[src/rtl/current_switch_settle_meter.sv]
// Measures clk cycles from each ctrl edge until v_out crosses the matching
// threshold; results leave over a valid/ready handshake, unsettled edges time out.
module current_switch_settle_meter #(
  parameter int V_WIDTH   = 18,
  parameter int CNT_WIDTH = 16,
  parameter int TIMEOUT   = 4095
) (
  input  logic                 clk,
  input  logic                 rst,
  input  logic                 ctrl,
  input  logic [V_WIDTH-1:0]   v_out,
  input  logic [V_WIDTH-1:0]   thresh_hi,
  input  logic [V_WIDTH-1:0]   thresh_lo,
  output logic                 meas_valid,
  input  logic                 meas_ready,
  output logic [CNT_WIDTH-1:0] meas_cycles,
  output logic                 meas_dir,
  output logic                 meas_timeout,
  output logic                 busy,
  output logic                 overrun
);

  typedef enum logic [1:0] {IDLE, WAIT_HI, WAIT_LO, HOLD} state_t;

  localparam logic [CNT_WIDTH-1:0] TMO = CNT_WIDTH'(TIMEOUT);

  state_t               r_state;
  logic                 r_ctrl_d;
  logic [CNT_WIDTH-1:0] r_cnt;
  logic                 r_valid, r_dir, r_tmo, r_busy, r_ovr;
  logic [CNT_WIDTH-1:0] r_cycles;

  logic w_rise, w_fall, w_edge, w_hi_x, w_lo_x, w_start_x, w_wait_x;
  logic w_accept, w_start;

  always_comb begin
    w_rise    = ctrl & ~r_ctrl_d;
    w_fall    = ~ctrl & r_ctrl_d;
    w_edge    = w_rise | w_fall;
    w_hi_x    = $signed(v_out) >= $signed(thresh_hi);
    w_lo_x    = $signed(v_out) <= $signed(thresh_lo);
    w_start_x = w_rise ? w_hi_x : w_lo_x;
    w_wait_x  = (r_state == WAIT_HI) ? w_hi_x : w_lo_x;
    w_accept  = r_valid & meas_ready;
    // An edge restarts measurement anywhere except HOLD, where it needs an accept
    w_start   = w_edge & ((r_state != HOLD) | w_accept);
  end

  always_ff @(posedge clk or posedge rst) begin
    if (rst) begin
      r_state  <= IDLE;
      r_ctrl_d <= 1'b0;
      r_cnt    <= '0;
      r_valid  <= 1'b0;
      r_dir    <= 1'b0;
      r_tmo    <= 1'b0;
      r_busy   <= 1'b0;
      r_ovr    <= 1'b0;
      r_cycles <= '0;
    end else begin
      r_ctrl_d <= ctrl;
      if (w_start) begin
        if (w_start_x) begin
          // Crossing already true in the edge cycle: zero-latency result
          r_state  <= HOLD;
          r_valid  <= 1'b1;
          r_cycles <= '0;
          r_dir    <= w_rise;
          r_tmo    <= 1'b0;
          r_busy   <= 1'b0;
          r_cnt    <= '0;
        end else begin
          r_state <= w_rise ? WAIT_HI : WAIT_LO;
          r_valid <= 1'b0;
          r_busy  <= 1'b1;
          r_cnt   <= CNT_WIDTH'(1);
        end
      end else begin
        case (r_state)
          WAIT_HI, WAIT_LO: begin
            if (w_wait_x || r_cnt == TMO) begin
              r_state  <= HOLD;
              r_valid  <= 1'b1;
              r_cycles <= r_cnt;
              r_dir    <= (r_state == WAIT_HI);
              r_tmo    <= ~w_wait_x;
              r_busy   <= 1'b0;
            end else begin
              r_cnt <= r_cnt + CNT_WIDTH'(1);
            end
          end
          HOLD: begin
            if (w_accept) begin
              r_state <= IDLE;
              r_valid <= 1'b0;
            end else if (w_edge) begin
              r_ovr <= 1'b1;
            end
          end
          default: ;
        endcase
      end
    end
  end

  assign meas_valid   = r_valid;
  assign meas_cycles  = r_cycles;
  assign meas_dir     = r_dir;
  assign meas_timeout = r_tmo;
  assign busy         = r_busy;
  assign overrun      = r_ovr;

endmodule

[config.mk]
export PLATFORM = sky130hd
export DESIGN_NAME = current_switch_settle_meter
export DESIGN_NICKNAME = d
export VERILOG_FILES = /design/src/rtl/current_switch_settle_meter.sv
export SDC_FILE = /design/constraint.sdc
export NUM_CORES = 1
export LEC_CHECK = 0
export CAP_MARGIN = 20
export CORE_ASPECT_RATIO = 1.1
export CORE_UTILIZATION = 49
export DETAILED_ROUTE_END_ITERATION = 6
export GPL_TIMING_DRIVEN = 0
export PLACE_DENSITY = 0.84
export SETUP_SLACK_MARGIN = 0.3
export SYNTH_ARGS = -nofsm -noshare
export SYNTH_HDL_FRONTEND = slang
export SYNTH_SLANG_ARGS = --single-unit
export TNS_END_PERCENT = 30
[constraint.sdc]
create_clock -name clk -period 2.53 [get_ports clk]
set_input_delay 0.6325 -clock clk [delete_from_list [all_inputs] [get_ports clk]]
set_output_delay 0.6325 -clock clk [all_outputs]
set_load 0.05 [all_outputs]
==> results of run 1 <==
==> metrics by stage <==
stage,power [mW],setup slack (ps)
after floorplan,1.55,-307
after global placement,1.85,-1230
after detailed placement,1.91,-1290
after CTS,2.68,-236
after global routing,2.96,-407
final,2.85,-365
==> synth_stat cells (all sizes together), types with 3 or more instances <==
cell and count:
a211oi 3, o21ai 19, nand4 10, nand2 17, nor2 8, o21bai 5, a22o 16, inv 48
nor4 3, buf 4, or3 11, ha 40, and2 3, nand3 9, dfrtp 40, a21oi 26
nor2b 3, nor3 4, or2 3, a21o 6
==> sequential cells by signal, indices dropped and copies added (netlist names) <==
name          cells
overrun           1
meas_valid        1
meas_cycles      16
meas_timeout      1
r_state           2
meas_dir          1
busy              1
r_ctrl_d          1
r_cnt            16
==> cells by family (layout without fill, tap and decap cells) <==
family                   count (synthesis)  count (layout)  synth area share
XOR/XNOR                                 3               3           0.00918
AO/OA/AOI/OAI                           91              91             0.220
flip-flops                              40              40             0.350
AND/OR/NAND/NOR                         78              78             0.160
buffers and inverters                   54             172            0.0778
multiplexers                             2               2           0.00787
other                                    0               1                 0
adder cells (fa/ha/maj)                 40              40             0.175
==> area by class of cell <==
type,instances,share of cell area
multi-input combinational,214,0.483
sequential,40,0.216
timing repair buffer,111,0.207
inverter,48,0.0438
tap,75,0.0203
clock buffer,5,0.0149
buffer,6,0.0114
clock inverter,2,0.00270
antenna,1,0.000541
==> worst max-delay path, cell delays in order <==
cell,delay (ps)
clkdlybuf4s15_1,190
inv_2,80
ha_4,200
nor2b_1,140
o21a_4,230
o31ai_2,240
nand4b_1,250
a32oi_4,260
buf_12,170
nand3_4,110
or4_4,440
a21oi_1,160
==> per-layer routing <==
metal,GRT usage,up-vias
met3,0.0558,51
met2,0.579,153
li1,-,1346
met5,0,-
met1,0.342,1431
met4,0.160,0
==> worst paths after layout <==
check                             startpoint              to  slack (ps)  depth (start not counted)
worst min-delay path                 overrun         overrun         480                          1
min in group asynchronous                rst  meas_cycles[2]         840                          2
worst min register to register       overrun         overrun         480                          1
worst max-delay path            thresh_hi[1]       r_cnt[11]        -370                         12
max in group asynchronous                rst        r_cnt[8]        1170                          2
worst max register to register      r_cnt[2]  meas_cycles[3]        -120                          9
==> what timing repair did <==
action | CTS | global route
setup endpoints to repair | 38 | 38
gates cloned | 2 | 0
pin swaps | 78 | 29
gates resized for setup | 255 | 26
setup buffers | 26 | 5
==> where the power goes <==
part           total, mW  internal, mW  switching [mW]
Sequential         0.778         0.711          0.0672
Clock              0.420         0.187           0.233
Combinational       1.65         0.733           0.915
==> run_results.csv, run 1 <==
group,metric,value,unit
synth,yosysSeqAreaShare,0.350,
placed_design,place.gp.congestion,0.834,
worst_setup_path,end_kind,"register",
final_layout,area.growth.synth_to_final,61.7,%
timing,tightest_slew,834,ps
timing,final.period_utilization,1.14,
synth,synth.area.top_cells,"dfrtp_1 (35%), ha_1 (17%), inv_1 (6.3%), a22o_1 (4.9%), a21oi_1 (4.4%)",
synth,syn_nets,406,
final_layout,multi_input_area,2240,um^2
global_routing,grt_max_degree,41,
worst_setup_path,cp_max_fo,10,
clock_tree,cts_tree,"built",
die,placementRows,28,
clock_tree,htreeDepth,2,
route,final_antenna_net_count,0,
power_and_ir_drop,max-vdd-ir-drop,734,uV
final_layout,layout_commonest_cell,"dfrtp_1",
die,design.core.area,5500,um^2
power_and_ir_drop,power.density,615,nW/um^2
clock_tree,numCtsBuffers,5,
final_layout,num-fill-cells,287,
timing,fin_ws,-365,ps
outcome,status,"finished, violations left",
clock_tree,clk_latency,300,ps
synth,synth_top_flop_cell,"dfrtp_1",
worst_setup_path,cp.required,2750,ps
die,initial_core_util,0.520,
synth,syn_area,2860,um^2
clock_tree,clock-sinks,40,
worst_setup_path,worstPathArrival,3120,ps
final_layout,final_cell_mix,"dfrtp_1 (40), ha_4 (28), buf_4 (26)",
final_layout,instances_no_fill,502,
timing,finalCriticalPeriod,2900,ps
placed_design,hpwl,5690,um
synth,ys.warnings.count,0,
die,fp.dieH,82.2,um
synth,synth_edf_count,0,
global_routing,grt_overflow,0,
power_and_ir_drop,p_leak,2.02,nW
timing,hold_viol,0,
job,cap_violations,0,
route,wl_met2,5200,um
route,met1_length,3800,um
timing,whs,480,ps
route,first_iter_violations,190,
die,ios,79,
min_path,hp-class,"register to register",
worst_setup_path,crit_type,"primary input to register",
clock_tree,cts_buffer_depth,2,
worst_setup_path,cp-start-kind,"primary input",
final_layout,drive_gt1_frac,0.425,
final_layout,finish.utilization,0.842,
timing,rsz0062_at_grt,"true",
synth,synth_top_area_cell,"dfrtp_1",
route,wl,10000,um
global_routing,antenna_found_initial,1,
route,highest_layer,"met4",
placed_design,placed_area,3850,um^2
final_layout,finalInstanceArea,4630,um^2
die,die-area,6150,um^2
route,wire_per_inst,20.0,um
placed_design,dpl.cell_count,461,
route,num_vias,2981,
route,detail_route.vias_per_cell,5.94,
outcome,violations,"negative setup slack",
synth,synthArstFlopShare,1.00,
clock_tree,ctsHoldBuffers,0,
global_routing,grt_pass1_vias,3132,
timing,fmax,345,MHz
global_routing,grt_pass1_wl,14400,um
final_layout,nets,524,
route,route.detailed.drc,0,
timing,max_slew_margin,0.443,
clock_tree,root_buffer,"clkbuf_8",
timing,drv_slew,0,
timing,setup-tns-final,-10450,ps
synth,synth.distinct_cells,52,
timing,finClkSkew,4.31,ps
clock_tree,cts.clk_slew.worst_paths,80,ps
synth,syn_area_per_cell,9.29,um^2
die,die_w,74.9,um
synth,synthesis.instances,308,
global_routing,grt_use_total,0.315,
synth,synth_top_area_share,0.350,
route,wl_met3,446,um
placed_design,port_buffers,78,
route,dr.pass1.iters,5,
timing,setup_viol_count_final,37,
synth,yosys_register_bits,40,
final_layout,layout.area.seq,1000,um^2
Power figures use the tool's default switching activity.
==> inputs of run 2 (changes only) <==
Settings changed: ABC_AREA set to 1, CORE_UTILIZATION 49 to 50.
Clock period 2.53 ns to 3.43 ns, I/O delays scaled along.
==> run_results.csv, run 2 <==
group,metric,value,unit
outcome,status,"completed",
timing,setup-tns-final,0,ps
synth,synth.distinct_cells,29,
die,initial_core_util,0.527,
timing,drv_slew,0,
synth,synth_edf_count,0,
die,die-area,6510,um^2
global_routing,grt_max_degree,41,
route,num_vias,2970,
final_layout,antennaDiodeCount,0,
route,detail_route.vias_per_cell,5.16,
worst_setup_path,cp-start-kind,"primary input",
route,final_antenna_net_count,0,
job,cap_violations,0,
synth,synthArstFlopShare,1.00,
worst_setup_path,critPathMaxStageDelay,500,ps
worst_setup_path,crit_type,"primary input to register",
clock_tree,numCtsBuffers,5,
synth,synthesis.instances,413,
global_routing,grt_overflow,0,
placed_design,port_buffers,78,
placed_design,hpwl,5590,um
synth,synth_top_area_share,0.323,
clock_tree,root_buffer,"clkbuf_8",
global_routing,grt_pass1_wl,12300,um
final_layout,layout_commonest_cell,"nand2_1",
worst_setup_path,crit_path_frequent_cell,"nand2_1",
timing,fmax,332,MHz
global_routing,grt_use_met1,0.288,
global_routing,antenna_found_initial,0,
timing,tightest_slew,818,ps
placed_design,place.gp.congestion,0.850,
global_routing,gr-usage-met2,0.413,
worst_setup_path,path_cells,"clkdlybuf4s50_1, ha_4, nand2_1, nor2_2, nand2_1, nor2_2, nand2_1, nand3_1, nand2_1, nand3_1, nand2_1, nand3_2, nand3_4, buf_8, nand2_1, nand2_1",
timing,final.period_utilization,0.878,
worst_setup_path,cp_max_fo,10,
synth,synth.most_common_cell,"nand2_1",
synth,ys.warnings.count,0,
power_and_ir_drop,power.density,486,nW/um^2
timing,max_slew_margin,0.454,
final_layout,nets,596,
die,fp.dieH,84.5,um
global_routing,grt_use_total,0.233,
synth,syn_area,3100,um^2
min_path,hp-class,"register to register",
power_and_ir_drop,max-vdd-ir-drop,411,uV
timing,hold_viol,0,
global_routing,grt_pass1_vias,2870,
synth,synth_top_flop_cell,"dfrtp_1",
timing,setup_viol_count_final,0,
timing,finalCriticalPeriod,3010,ps
route,wire_per_inst,12.7,um
synth,synth_top_area_cell,"dfrtp_1",
clock_tree,cts.clk_slew.worst_paths,80,ps
route,route.detailed.drc,0,
clock_tree,cts_buffer_depth,2,
worst_setup_path,crit_slowest_cell,"clkdlybuf4s50_1",
clock_tree,cts_tree,"built",
clock_tree,ctsHoldBuffers,0,
placed_design,pre_cts_ws,163,ps
worst_setup_path,end_kind,"register",
synth,syn_area_per_cell,7.50,um^2
clock_tree,clock-sinks,40,
timing,fin_ws,420,ps
final_layout,num-fill-cells,482,
clock_tree,htreeDepth,2,
final_layout,drive_gt1_frac,0.0681,
clock_tree,clk_latency,300,ps
synth,yosys_register_bits,40,
timing,rsz0062_at_grt,"false",
die,ios,79,
die,die_w,77.0,um
final_layout,final_cell_mix,"nand2_1 (116), clkdlybuf4s50_1 (78), inv_1 (71)",
die,placementRows,29,
global_routing,use_met3,0.0359,
synth,syn_nets,511,
route,wl,7320,um
worst_setup_path,cp.required,3630,ps
die,design.core.area,5880,um^2
final_layout,area.growth.synth_to_final,33.1,%
route,first_iter_violations,139,
timing,finClkSkew,5.09,ps
worst_setup_path,worstPathArrival,3210,ps
synth,synth.area.top_cells,"dfrtp_1 (32%), ha_1 (16%), nand2_1 (14%), inv_1 (8.7%), nand3_1 (3.9%)",
synth,yosys-top-cells-count,"nand2_1 (116), inv_1 (72), dfrtp_1 (40), ha_1 (40), nand3_1 (24)",
global_routing,busiest_layer,"met2",
route,dr.pass1.iters,4,
synth,yosysSeqAreaShare,0.323,
power_and_ir_drop,p_leak,2.13,nW
## run 2: critical path, delay by kind of cell
family | cells | cell delay [ps]
buffers and inverters | 2 | 680
and+or+nand+nor | 13 | 1330
adders and majority gates | 1 | 330
## run 2: worst paths after layout
path / start / end / slack (ps) / cells past startpoint
setup / recovery: v_out[17] / meas_cycles[7] / 420 / 16
hold / removal: overrun / overrun / 460 / 1
setup reg to reg: r_cnt[0] / r_cnt[9] / 1300 / 10
hold reg to reg: overrun / overrun / 460 / 1
max in group asynchronous: rst / r_state[0] / 1870 / 2
min in group asynchronous: rst / meas_cycles[14] / 1040 / 2
## run 2: logic make-up after synthesis
logic type	share of synthesized area
AND/OR/NAND/NOR	0.304
buffers and inverters	0.103
AO/OA/AOI/OAI	0.0691
adder cells (fa/ha/maj)	0.162
flip-flops	0.323
XOR/XNOR	0.0396
## run 2: what timing repair did
action,CTS,global route
gates resized for setup,0,2
endpoints found under the setup margin,0,10
buffers inserted,0,0
## run 2: report_power, final
group | internal [mW] | switching (mW)
logic | 0.342 | 0.667
registers | 0.531 | 0.0492
clock network | 0.238 | 0.174
## run 2: metal layers
| layer | part of all wire | vias to the layer above |
|---|---|---|
| met4 | 0.025 | 0 |
| li1 | - | 1500 |
| met3 | 0.037 | 19 |
| met1 | 0.45 | 1370 |
| met5 | 0 | - |
| met2 | 0.49 | 81 |
## run 2: layout make-up
type,count,area (um^2),area share
multi-input combinational,293,1800,0.438
sequential,40,1000,0.243
timing repair buffer,78,781,0.189
inverter,72,270,0.0656
tap,77,96.3,0.0234
clock buffer,6,82.6,0.0200
buffer,8,47.5,0.0115
clock inverter,2,38.8,0.00941
## run 2: per-stage QoR
step	std cells	hold slack, ps	util	area, um^2	power, mW
finish	576	464	0.701	4120	2.00
global route	576	485	0.701	4120	2.12
CTS	576	471	0.697	4100	1.99
detailed placement	568	447	0.676	3970	1.57
global placement	568	449	0.676	3970	1.55
floorplan	413	478	-	3100	1.27
